$ cat config.mk
export PLATFORM = sky130hd
export DESIGN_NAME = mem_port_arbiter
export DESIGN_NICKNAME = d
export VERILOG_FILES = /design/src/rtl/mem_arb_pkg.sv /design/src/rtl/mem_arb_sel.sv /design/src/rtl/mem_port_arbiter.sv
export SDC_FILE = /design/constraint.sdc
export NUM_CORES = 1
export LEC_CHECK = 0
export ABC_AREA = 1
export CAP_MARGIN = 10
export CORE_MARGIN = 4
export CORE_UTILIZATION = 40
export DETAILED_ROUTE_END_ITERATION = 10
export HOLD_SLACK_MARGIN = 0.08
export PLACE_DENSITY = 0.79
export SYNTH_ARGS = -nofsm -noshare
export SYNTH_HDL_FRONTEND = slang
export SYNTH_SLANG_ARGS = --single-unit
$ cat constraint.sdc
create_clock -name clk_i -period 1.96 [get_ports clk_i]
set_input_delay 0.392 -clock clk_i [delete_from_list [all_inputs] [get_ports clk_i]]
set_output_delay 0.392 -clock clk_i [all_outputs]
set_load 0.01 [all_outputs]
$ cat src/rtl/mem_arb_pkg.sv
// rtl/mem_arb_pkg.sv - shared types and defaults for the memory port arbiter
package mem_arb_pkg;

  typedef enum logic [1:0] {
    ST_IDLE    = 2'd0,
    ST_GRANT_I = 2'd1,
    ST_GRANT_D = 2'd2,
    ST_RESP    = 2'd3
  } arb_state_e;

  localparam int unsigned DEF_ADDR_W       = 32;
  localparam int unsigned DEF_DATA_W       = 32;
  localparam int unsigned DEF_MAX_D_STREAK = 4;
  // Wide enough for the largest allowed streak limit (15)
  localparam int unsigned STREAK_W         = 4;

endpackage

$ cat src/rtl/mem_arb_sel.sv
// rtl/mem_arb_sel.sv - fixed-priority grant decision with fetch anti-starvation streak counter
module mem_arb_sel
  import mem_arb_pkg::*;
#(
  parameter int unsigned MAX_D_STREAK = DEF_MAX_D_STREAK
) (
  input  logic clk_i,
  input  logic rst_i,
  input  logic arb_en_i,
  input  logic i_req_i,
  input  logic d_req_i,
  output logic grant_i_o,
  output logic grant_d_o
);

  localparam logic [STREAK_W-1:0] STREAK_MAX = STREAK_W'(MAX_D_STREAK);

  logic [STREAK_W-1:0] streak_q, streak_d;
  logic                i_forced;

  // Data wins unless fetch has been waiting through a full streak of data grants
  always_comb begin
    i_forced  = i_req_i && (streak_q == STREAK_MAX);
    grant_d_o = arb_en_i && d_req_i && !i_forced;
    grant_i_o = arb_en_i && i_req_i && !grant_d_o;
    streak_d  = streak_q;
    if (grant_d_o) begin
      if (!i_req_i) begin
        streak_d = '0;
      end else if (streak_q != STREAK_MAX) begin
        streak_d = streak_q + STREAK_W'(1);
      end
    end else if (grant_i_o) begin
      streak_d = '0;
    end
  end

  // Streak register, cleared by reset
  always_ff @(posedge clk_i) begin
    if (!rst_i) begin
      streak_q <= '0;
    end else begin
      streak_q <= streak_d;
    end
  end

endmodule

$ cat src/rtl/mem_port_arbiter.sv
// rtl/mem_port_arbiter.sv - shares one memory port between instruction fetch and data access
module mem_port_arbiter
  import mem_arb_pkg::*;
#(
  parameter int unsigned ADDR_W       = DEF_ADDR_W,
  parameter int unsigned DATA_W       = DEF_DATA_W,
  parameter int unsigned MAX_D_STREAK = DEF_MAX_D_STREAK
) (
  input  logic              clk_i,
  input  logic              rst_i,
  input  logic              i_req_i,
  input  logic [ADDR_W-1:0] i_addr_i,
  output logic              i_ready_o,
  output logic [DATA_W-1:0] i_rdata_o,
  input  logic              d_req_i,
  input  logic              d_we_i,
  input  logic [ADDR_W-1:0] d_addr_i,
  input  logic [DATA_W-1:0] d_wdata_i,
  output logic              d_ready_o,
  output logic [DATA_W-1:0] d_rdata_o,
  output logic              i_stall_o,
  output logic              d_stall_o,
  output logic              mem_req_o,
  output logic              mem_we_o,
  output logic [ADDR_W-1:0] mem_addr_o,
  output logic [DATA_W-1:0] mem_wdata_o,
  input  logic [DATA_W-1:0] mem_rdata_i,
  input  logic              mem_ack_i
);

  arb_state_e        state_q, state_d;
  logic              mem_req_q, mem_req_d;
  logic              mem_we_q, mem_we_d;
  logic [ADDR_W-1:0] mem_addr_q, mem_addr_d;
  logic [DATA_W-1:0] mem_wdata_q, mem_wdata_d;
  logic              i_ready_q, i_ready_d;
  logic              d_ready_q, d_ready_d;
  logic [DATA_W-1:0] i_rdata_q, i_rdata_d;
  logic [DATA_W-1:0] d_rdata_q, d_rdata_d;
  logic              arb_en;
  logic              grant_i, grant_d;

  assign arb_en = (state_q == ST_IDLE);

  mem_arb_sel #(
    .MAX_D_STREAK(MAX_D_STREAK)
  ) u_sel (
    .clk_i    (clk_i),
    .rst_i    (rst_i),
    .arb_en_i (arb_en),
    .i_req_i  (i_req_i),
    .d_req_i  (d_req_i),
    .grant_i_o(grant_i),
    .grant_d_o(grant_d)
  );

  // Next-state: latch the winner in IDLE, hold the memory request until ack, pulse ready in RESP
  always_comb begin
    state_d     = state_q;
    mem_req_d   = mem_req_q;
    mem_we_d    = mem_we_q;
    mem_addr_d  = mem_addr_q;
    mem_wdata_d = mem_wdata_q;
    i_ready_d   = 1'b0;
    d_ready_d   = 1'b0;
    i_rdata_d   = i_rdata_q;
    d_rdata_d   = d_rdata_q;
    case (state_q)
      ST_IDLE: begin
        if (grant_d) begin
          mem_req_d   = 1'b1;
          mem_we_d    = d_we_i;
          mem_addr_d  = d_addr_i;
          mem_wdata_d = d_wdata_i;
          state_d     = ST_GRANT_D;
        end else if (grant_i) begin
          mem_req_d  = 1'b1;
          mem_we_d   = 1'b0;
          mem_addr_d = i_addr_i;
          state_d    = ST_GRANT_I;
        end
      end
      ST_GRANT_I: begin
        if (mem_ack_i) begin
          i_rdata_d = mem_rdata_i;
          i_ready_d = 1'b1;
          mem_req_d = 1'b0;
          state_d   = ST_RESP;
        end
      end
      ST_GRANT_D: begin
        if (mem_ack_i) begin
          d_rdata_d = mem_rdata_i;
          d_ready_d = 1'b1;
          mem_req_d = 1'b0;
          state_d   = ST_RESP;
        end
      end
      ST_RESP: begin
        state_d = ST_IDLE;
      end
      default: begin
        state_d   = ST_IDLE;
        mem_req_d = 1'b0;
      end
    endcase
  end

  // State and registered outputs; reset abandons any transaction in flight
  always_ff @(posedge clk_i) begin
    if (!rst_i) begin
      state_q     <= ST_IDLE;
      mem_req_q   <= 1'b0;
      mem_we_q    <= 1'b0;
      mem_addr_q  <= '0;
      mem_wdata_q <= '0;
      i_ready_q   <= 1'b0;
      d_ready_q   <= 1'b0;
      i_rdata_q   <= '0;
      d_rdata_q   <= '0;
    end else begin
      state_q     <= state_d;
      mem_req_q   <= mem_req_d;
      mem_we_q    <= mem_we_d;
      mem_addr_q  <= mem_addr_d;
      mem_wdata_q <= mem_wdata_d;
      i_ready_q   <= i_ready_d;
      d_ready_q   <= d_ready_d;
      i_rdata_q   <= i_rdata_d;
      d_rdata_q   <= d_rdata_d;
    end
  end

  assign mem_req_o   = mem_req_q;
  assign mem_we_o    = mem_we_q;
  assign mem_addr_o  = mem_addr_q;
  assign mem_wdata_o = mem_wdata_q;
  assign i_ready_o   = i_ready_q;
  assign d_ready_o   = d_ready_q;
  assign i_rdata_o   = i_rdata_q;
  assign d_rdata_o   = d_rdata_q;
  assign i_stall_o   = i_req_i & ~i_ready_q;
  assign d_stall_o   = d_req_i & ~d_ready_q;

endmodule

==> results of run 1 <==
## per-stage QoR
stage          cell area, um^2  instances
3_5_place_dp              8550       1230
6_report                  9150       1259
4_1_cts                   9150       1259
3_3_place_gp              8550       1230
2_1_floorplan             5650        810
5_1_grt                   9150       1259
## path summary, 6_finish.rpt
| kind | slack (ns) | depth (start not counted) | endpoint |
|---|---|---|---|
| worst max register to register | 0.22 | 8 | mem_wdata_o[13] |
| worst max-delay path | 0.18 | 4 | d_stall_o |
| worst min-delay path | 0.30 | 3 | i_rdata_o[2] |
| worst min register to register | 0.47 | 2 | mem_we_o |
## state kept, by name, indices dropped and copies added (netlist names), 2 cells and up
signal / cells
d_rdata_o: 32
i_rdata_o: 32
mem_addr_o: 32
mem_wdata_o: 32
state_q: 2
u_sel.streak_q: 4
## report_power, final
part / internal [mW] / leakage, nW / switching (mW)
Sequential: 3.49 / 1.13 / 0.347
Combinational: 2.12 / 2.61 / 2.09
Clock: 2.11 / 0.294 / 1.14
Total: 7.73 / 4.04 / 3.58
## cells in the final DEF (no fill, tap or decap), drive strengths merged
| cell type | synthesis | routed |
|---|---|---|
| bufinv | 0 | 3 |
| a21oi | 6 | 6 |
| clkinvlp | 0 | 1 |
| nand3 | 68 | 68 |
| inv | 83 | 83 |
| o21bai | 1 | 1 |
| nand4 | 1 | 1 |
| nand2 | 122 | 122 |
| o21ai | 98 | 98 |
| dfxtp | 138 | 138 |
| nor2 | 236 | 236 |
| dlygate4sd2 | 0 | 2 |
| xor2 | 1 | 1 |
| clkinv | 1 | 4 |
| clkdlybuf4s50 | 0 | 264 |
| buf | 17 | 22 |
| ha | 7 | 7 |
| clkbuf | 31 | 22 |
## worst reg2reg max path, delay by kind of cell (launching register included)
kind                     cells  cell delay [ns]
buffers and inverters        3             0.49
AO/OA/AOI/OAI                1             0.16
flip-flops                   1             0.36
AND/OR/NAND/NOR              3             0.38
adder cells (fa/ha/maj)      1             0.28
## what timing repair did
action,in CTS,in global routing
endpoints found under the setup margin,2,20
pin swaps,0,0
hold endpoints to repair,0,0
resized for setup,2,3
## layout make-up
cell class	count	area [um^2]	area share, %
Timing Repair Buffer	288	2920	31.9
Clock buffer	22	484	5.29
Tap cell	180	225	2.46
Sequential cell	138	2760	30.2
Multi-Input combinational cell	540	2330	25.5
Inverter	84	318	3.47
Clock inverter	7	116	1.27
## kinds of logic after synthesis
logic type,after synthesis
AO/OA/AOI/OAI,105
XOR/XNOR,1
adder cells (fa/ha/maj),7
buffers and inverters,132
flip-flops,138
AND/OR/NAND/NOR,427
## layer usage
| layer | global-route usage, % | up-vias |
|---|---|---|
| met1 | 26.3 | 2621 |
| met4 | 7.82 | 0 |
| met2 | 36.3 | 205 |
| li1 | - | 3023 |
| met3 | 7.07 | 36 |
| met5 | 0 | - |
==> summary.md, run 1 <==
* 5.19% — ratio of cells with drive above 1 in the final layout
* done — clock tree from TritonCTS
* 0.731 mV — peak supply drop
* 0 — initial antenna violation count
* -0.0658 ns — Post-Place Setup Slack
* 810 — Post-Synthesis Cells
* 0 — count of hold-fix buffers inserted at cts
* 0% — FFs w/ async S/R, synth
* 0 — fin. max-slew vios
* simple AND/OR/NAND/NOR gates — combinational family with the most area after synthesis
* 138 — number of synthesized register bits
* 349 — Iter 0 DRT Violations
* 0.41 ns — clock insertion delay at the later pin of the skew report
* 0 ns — Final TNS setup
* 4.04 nW — leakage power total
* dfxtp_1 — most area-hungry cell type in the Yosys netlist
* 0.0161 mm^2 — area enclosed by the die boundary
* 21.8% — GRT Overall Usage
* 0.424 ns — Least-Margin Pin Slew
* 0.839 — weighted congestion reported at the end of routability-driven placement
* 127 um — Die X
* 4 — number of H-tree branching levels
* 951 — total nets after synthesis
* 14.2 um — routed wire length per instance
* 1.55% — share of synthesized cell area in full adder, half adder and majority cells
* 0 — antenna diode instance count
* 9.41% — Compound-Gate Fraction of Synth Area
* 7340 um — wire length on met1
* 30.1% — simple-gate portion of the synthesized area
* 0.304 ns — worst hold-check slack
* 0.155% — Synth Area in XOR/XNOR
* 1,192 — count of fill cells added during filler insertion
* clkbuf_16 — Root Buffer
* dfxtp_1 — top_reg_cell synth
* dfxtp_1, nor2_1, nand2_1 — cells taking the most area after synthesis
* 0.00565 mm^2 — Post-Synthesis Cell Area
* 62.0% — Area growth syn-to-layout
* met4 — top layer reached by signal wires
* 5 — drt pass-1 iters
* clkdlybuf4s50_1 — slowest stage cell, crit path
* rst_i — worst hold start
* 43 — number of placement rows
* 0 — antenna viol nets, final
* 48.9% — top-area cell type share of the netlist area
* 0.00999 ns — clk_skew
* 127 um — height of the die
* 90.8% — period utilisation layout
* nor2_1 — cell with the most instances after synthesis
* 0 — number of flops mapped to enable cells by yosys
* nor2_1, dfxtp_1, nand2_1, o21ai_0, inv_1 — top cell types by occurrence after synthesis
* clkdlybuf4s50_1, inv_1, nor2_1, dlygate4sd2_1 — cell breakdown of the critical path
* 5,522 — number of global-route vias before repair
* completed — outcome
* 0.51 ns — delay of the slowest cell on the worst path
* 65.9% — post-route core utilization
* 0.180 ns — worst setup margin
* 0.06 ns — clock transition at the registers of the reported paths
* 11.3 mW — Design Power
* 1,210 — final layout net count
* 5,885 — Via Count
* primary input — CP Launch Type
* 1.78 ns — post-layout min period
* d_req_i — worst setup path start
* 1.57 ns — Data required, critical path
* 40.7% — Starting Density
* 3 — count of buffering cells on the critical path with inverters included
* 0 — Maximum Capacitance Violations
* in2reg — class of the tightest hold or removal check
* 3 — top fanout value on the critical path
* 1410 um — met3 layer wire length in the routed design
* 17 — total clock buffers created by CTS
* primary output — kind of capture point of the worst setup path
* 28,300 um — global-route wire length before repair
* 48.9% — sequential share of the synthesized area
* 0 — remaining global-route overflow
* 8670 um — met2 routed wirelength
* 0 — Post-CTS Repair Setup Buffers
* 1230 mW/mm^2 — power per cell area
* 1.39 ns — Data arrival, critical path
* 0 — total of endpoints with negative setup slack in the final report
* 4.67 — per-cell via count in the routed design
* 0 — drc violations
* 57 — largest net degree at the start of global routing
* 0 — number of hold violations in the final report
* in2out — category of the critical setup timing path
* 0 — synth warn
* 268 — top-level I/O count
* 0.562 GHz — highest attainable clock frequency
* no — RSZ-0062 raised after global routing
* 2 — clock buffer depth
* 6.97 um^2 — Post-Syn Area per Cell
* 17,900 um — Total Wirelength
* 0% — portion of netlist area occupied by mux cells
* buffers and inverters — delay-heaviest family, CP
* 12,700 um — DP Wirelength
* state_q[0] — launch point of the worst reg-to-reg path
* 0.0139 mm^2 — core area
* 24 — number of distinct standard cells referenced by the synthesized netlist
* 138 — clock net sink count
* 71.7% — worst max-slew margin expressed relative to the limit
* 267 — quantity of I/O buffers inserted on ports
No activity file was read; power rests on OpenSTA's default activity.
==> run 2, diff against run 1 <==
Settings changed: CAP_MARGIN 10 to 20, RECOVER_POWER from default to 100.
==> summary.md, run 2 (synthesis results as in run 1) <==
* 0 — Maximum Capacitance Violations, unchanged
* dlygate4sd3_1 — slowest stage cell, crit path
* 5,522 — number of global-route vias before repair, unchanged
* 3 — cell depth of the worst hold path, unchanged
* 0 — initial antenna violation count, unchanged
* 4 — drt pass-1 iters, -1
* 1210 mW/mm^2 — power per cell area, -2.3%
* completed — outcome
* 0 — total of endpoints with negative setup slack in the final report, unchanged
* 3 — count of buffering cells on the critical path with inverters included, unchanged
* 0.00913 mm^2 — finished layout cell area, -0.27%
* 52.5% — worst max-slew margin expressed relative to the limit, -19 points
* 61.6% — Area growth syn-to-layout
* nor2_1, dfxtp_1, dlygate4sd3_1, clkdlybuf4s50_1, nand2_1 — commonest cells after routing, fill and taps aside
* 1.40 ns — Data arrival, critical path, about the same
* state_q[0] — launch point of the worst reg-to-reg path
* 4 — number of H-tree branching levels, unchanged
* nor2_1 — most common library cell in the layout ignoring fill and taps
* 0.06 ns — clock transition at the registers of the reported paths, about the same
* 28,300 um — global-route wire length before repair, unchanged
* 0 — remaining global-route overflow, unchanged
* 346 — Iter 0 DRT Violations, -0.86%
* 0 — antenna diode instance count, unchanged
* 0 — antenna viol nets, final, unchanged
* 0.0102 ns — clk_skew, +0.000208 ns
* 0.00855 mm^2 — Cell Area, Placed, unchanged
* 0.0139 mm^2 — core area, unchanged
* 21.8% — GRT Overall Usage, unchanged
* 14.2 um — routed wire length per instance, -0.13%
* 1,210 — final layout net count, unchanged
* 0.58 ns — delay of the slowest cell on the worst path, +0.07 ns
* in2reg — class of the tightest hold or removal check
* 4.40 nW — leakage power total, +8.9%
* 2 — clock buffer depth, unchanged
* no — RSZ-0062 raised after global routing
* 17,900 um — Total Wirelength, -0.13%
* 0.839 — weighted congestion reported at the end of routability-driven placement, unchanged
* 3 — top fanout value on the critical path, unchanged
* 40.7% — Starting Density, unchanged
* met2 — most used routing layer
* 127 um — height of the die, unchanged
* 1.80 ns — post-layout min period, +0.0172 ns
* 0 — drc violations, unchanged
* 0.712 ns — Least-Margin Pin Slew, +0.288 ns
* done — clock tree from TritonCTS
* 57 — largest net degree at the start of global routing, unchanged
* 43 — number of placement rows, unchanged
* dlygate4sd3_1, inv_1, nor2_1, dlygate4sd2_1 — cell breakdown of the critical path
* 1,230 — dpl cells, unchanged
* 138 — clock net sink count, unchanged
* 0 — number of hold violations in the final report, unchanged
* 127 um — Die X, unchanged
* 5,865 — Via Count, -0.34%
* 7.07% — global-route met3 utilization, unchanged
* 0.22 ns — worst setup slack for register-to-register paths, about the same
* 267 — quantity of I/O buffers inserted on ports, unchanged
* 4.66 — per-cell via count in the routed design, -0.34%
* 91.7% — period utilisation layout, +0.88 points
* in2out — category of the critical setup timing path
* primary output — kind of capture point of the worst setup path
* 36.3% — routing usage on met2, unchanged
* clkbuf_16 — Root Buffer
* 0.41 ns — clock insertion delay at the later pin of the skew report, about the same
* 1.57 ns — Data required, critical path, about the same
* buffers and inverters — delay-heaviest family, CP
* primary input — CP Launch Type
* 12,700 um — DP Wirelength, unchanged
* 0.0161 mm^2 — area enclosed by the die boundary, unchanged
* 8 — r2r worst-path depth, unchanged
* 0 — fin. max-slew vios, unchanged
* 0.712 mV — peak supply drop, -2.6%
* 1,259 — count of placed standard cells in the final layout, fillers left out, unchanged
* i_rdata_o[2] — capture endpoint of the worst hold path
* 5.00% — ratio of cells with drive above 1 in the final layout, -0.19 points
* 17 — total clock buffers created by CTS, unchanged
* 268 — top-level I/O count, unchanged
* 26.3% — met1 usage in global routing, unchanged
* 0.557 GHz — highest attainable clock frequency, -0.96%
* rst_i — worst hold start
* mem_wdata_o[13] — endpoint of the most critical register-to-register path
-- run 2: per-stage QoR --
stage	util (%)	hold slack (ns)	power [mW]	setup WS, ns	setup TNS, ns
6_report	65.8	0.302	11.0	0.163	0
5_1_grt	65.8	0.291	11.7	0.0368	0
4_1_cts	65.9	0.291	11.4	0.124	0
3_5_place_dp	61.6	0.461	8.09	-0.0658	-0.126
3_3_place_gp	61.6	0.452	8.02	-0.0456	-0.0925
2_1_floorplan	-	0.486	5.93	0.467	0
-- run 2: per-layer routing --
metal / routed length, um / share of wire [%] / vias to the layer above
met4: 471 / 2.6 / 0
met5: 0 / 0 / -
li1: - / - / 3029
met1: 7470 / 42 / 2624
met3: 1220 / 6.8 / 34
met2: 8700 / 49 / 178
-- run 2: tightest hold or removal path: cells and delay by family --
kind	cells	cell delay, ns
simple gates	1	0.04
buf+inv	1	0.16
compound gates	1	0.08
-- run 2: report_power, final --
part           switching [mW]  internal (mW)  leakage (nW)
clock                    1.14           2.11         0.294
combinational            2.09           1.86          2.97
sequential              0.316           3.49          1.13
-- run 2: timing repair --
action | CTS | global route
gates resized for setup | 2 | 3
endpoints found under the hold margin | 0 | 0
buffers inserted | 0 | 0
hold buffers | 0 | 0
setup endpoints to repair | 2 | 20
-- run 2: area by class of cell --
cell class | instances | area, um^2
fillers | 1197 | 4750
repair buffers | 288 | 2890
flip-flops and latches | 138 | 2760
multi-input cells | 540 | 2330
clock buffers | 22 | 484
inverters | 84 | 318
well taps | 180 | 225
clock inverters | 7 | 116
-- run 2: how the worst max path moves through the flow --
stage / start / end / slack (ns) / cells after the start
floorplan: state_q[0] / mem_addr_o[11] / 0.47 / 11
global placement: d_req_i / d_stall_o / -0.05 / 4
detailed placement: d_req_i / d_stall_o / -0.07 / 4
finish: i_req_i / i_stall_o / 0.16 / 4
CTS: state_q[0] / mem_wdata_o[13] / 0.12 / 8
global route: state_q[0] / mem_addr_o[17] / 0.04 / 10
==> run 3, diff against run 2 <==
Settings changed: CELL_PAD_IN_SITES_DETAIL_PLACEMENT from default to 1, CELL_PAD_IN_SITES_GLOBAL_PLACEMENT from default to 2, CORE_UTILIZATION 40 to 21, PLACE_DENSITY 0.79 to default, PLACE_DENSITY_LB_ADDON from default to 0.1.
==> summary.md, run 3 (synthesis results as in run 1) <==
* 59 — largest net degree at the start of global routing, +3.5%
* 1.57 ns — Data required, critical path, about the same
* 3 — top fanout value on the critical path, unchanged
* met4 — top layer reached by signal wires
* 268 — top-level I/O count, unchanged
* 15.3 um — routed wire length per instance, +7.8%
* completed — outcome
* 1,418 — count of placed standard cells in the final layout, fillers left out, +13%
* 0 — antenna viol nets, final, unchanged
* 0 ns — Final TNS setup, unchanged
* 35.5% — post-route core utilization, -30 points
* 5,829 — number of global-route vias before repair, +5.6%
* 138 — clock net sink count, unchanged
* 5,833 — Via Count, -0.55%
* 33,000 um — global-route wire length before repair, +17%
* 0.0296 mm^2 — area enclosed by the die boundary, +84%
* 0.0118 ns — clk_skew, +0.00157 ns
* 1660 um — met3 layer wire length in the routed design, +35%
* 2 — CTS resizes, unchanged
* 1.87 ns — post-layout min period, +0.0724 ns
* 0.00878 mm^2 — Cell Area, Placed, +2.6%
* d_rdata_o[6] — capture endpoint of the worst hold path
* 9770 um — wire length on met1, +31%
* primary input — CP Launch Type
* 0.687 — weighted congestion reported at the end of routability-driven placement, -18%
* 0.00934 mm^2 — finished layout cell area, +2.3%
* 2 — clock buffer depth, unchanged
* 172 um — height of the die, +36%
* nor2_1, dfxtp_1, clkdlybuf4s50_1, dlygate4sd3_1, nand2_1 — commonest cells after routing, fill and taps aside
* no — RSZ-0062 raised after global routing
* 17 — total clock buffers created by CTS, unchanged
* 0 — count of hold-fix buffers inserted at cts, unchanged
* 0 — fin. max-slew vios, unchanged
* 0.0907 ns — worst setup margin, -0.0724 ns
* in2reg — class of the tightest hold or removal check
* 21.5% — Starting Density, -19 points
* 9 — r2r worst-path depth, +1
* 1,211 — final layout net count, +0.083%
* 4 — drt pass-1 iters, unchanged
* 4.40 nW — leakage power total, +0.19%
* mem_wdata_o[23] — endpoint of the most critical register-to-register path
* 4.11 — per-cell via count in the routed design, -12%
* 0.07 ns — clock transition at the registers of the reported paths, about the same
* 172 um — Die X, +36%
* 0 — number of hold violations in the final report, unchanged
* 0.55 ns — delay of the slowest cell on the worst path, -0.03 ns
* 1190 mW/mm^2 — power per cell area, -1.2%
* 0 — initial antenna violation count, unchanged
* 0.42 ns — clock insertion delay at the later pin of the skew report, about the same
* 0.22 ns — worst setup slack for register-to-register paths, about the same
* 0.0263 mm^2 — core area, +89%
* 0 — Maximum Capacitance Violations, unchanged
* clkbuf_16 — Root Buffer
* 0 — remaining global-route overflow, unchanged
* 1,386 — dpl cells, +13%
* 11.1 mW — Design Power, +1.1%
* 169 — Iter 0 DRT Violations, -51%
* 3 — cell depth of the worst hold path, unchanged
* 1.48 ns — Data arrival, critical path, +0.08 ns
* 0.424 mV — peak supply drop, -40%
* clkdlybuf4s50_1 — slowest stage cell, crit path
* 0.316 ns — worst hold-check slack, +0.0138 ns
* rst_i — worst hold start
* -0.165 ns — Post-Place Setup Slack, -0.0993 ns
* 95.4% — period utilisation layout, +3.7 points
* primary output — kind of capture point of the worst setup path
* 14.4% — GRT Overall Usage, -7.3 points
* 5.45% — ratio of cells with drive above 1 in the final layout, +0.44 points
* 0.591 ns — Least-Margin Pin Slew, -0.122 ns
* 21,700 um — Total Wirelength, +21%
* done — clock tree from TritonCTS
* 0 — total of endpoints with negative setup slack in the final report, unchanged
* 15,400 um — DP Wirelength, +21%
* 0 — drc violations, unchanged
* 60.6% — worst max-slew margin expressed relative to the limit, +8.1 points
* clkdlybuf4s50_1, inv_1, nor2_1, dlygate4sd2_1 — cell breakdown of the critical path
* 10,100 um — met2 routed wirelength, +16%
* 4 — number of H-tree branching levels, unchanged
* 0 — Post-CTS Repair Setup Buffers, unchanged
* state_q[0] — launch point of the worst reg-to-reg path
* in2out — category of the critical setup timing path
* 0.535 GHz — highest attainable clock frequency, -3.9%
* 267 — quantity of I/O buffers inserted on ports, unchanged
* 59 — number of placement rows, +37%
* nor2_1 — most common library cell in the layout ignoring fill and taps
* 65.3% — Area growth syn-to-layout
* 0 — antenna diode instance count, unchanged
==> run 3: layout make-up <==
class	instances	area [um^2]
fillers	3181	16900
repair buffers	289	2920
flip-flops and latches	138	2760
multi-input cells	540	2330
clock buffers	18	439
well taps	335	419
inverters	84	315
clock inverters	14	150
==> run 3: worst max path at each step <==
stage / startpoint / end / depth (start not counted)
floorplan: state_q[0] / mem_addr_o[11] / 11
global placement: i_req_i / i_stall_o / 4
detailed placement: i_req_i / i_stall_o / 4
CTS: i_req_i / i_stall_o / 4
global route: i_req_i / i_stall_o / 4
finish: d_req_i / d_stall_o / 4
==> run 3: report_power, final <==
part	internal (mW)	leakage, nW	switching [mW]
Combinational	1.90	2.99	2.18
Sequential	3.49	1.13	0.305
Clock	1.84	0.288	1.42
Total	7.23	4.40	3.90
==> run 3: metal layers <==
layer | GRT usage, % | vias to the layer above
li1 | - | 3022
met1 | 17.9 | 2656
met2 | 23.4 | 143
met3 | 6.22 | 12
met4 | 3.08 | 0
met5 | 0 | -
==> run 3: critical path: cells and delay by family <==
kind,cells,cell delay [ns]
buffers and inverters,3,0.96
AND/OR/NAND/NOR,1,0.13
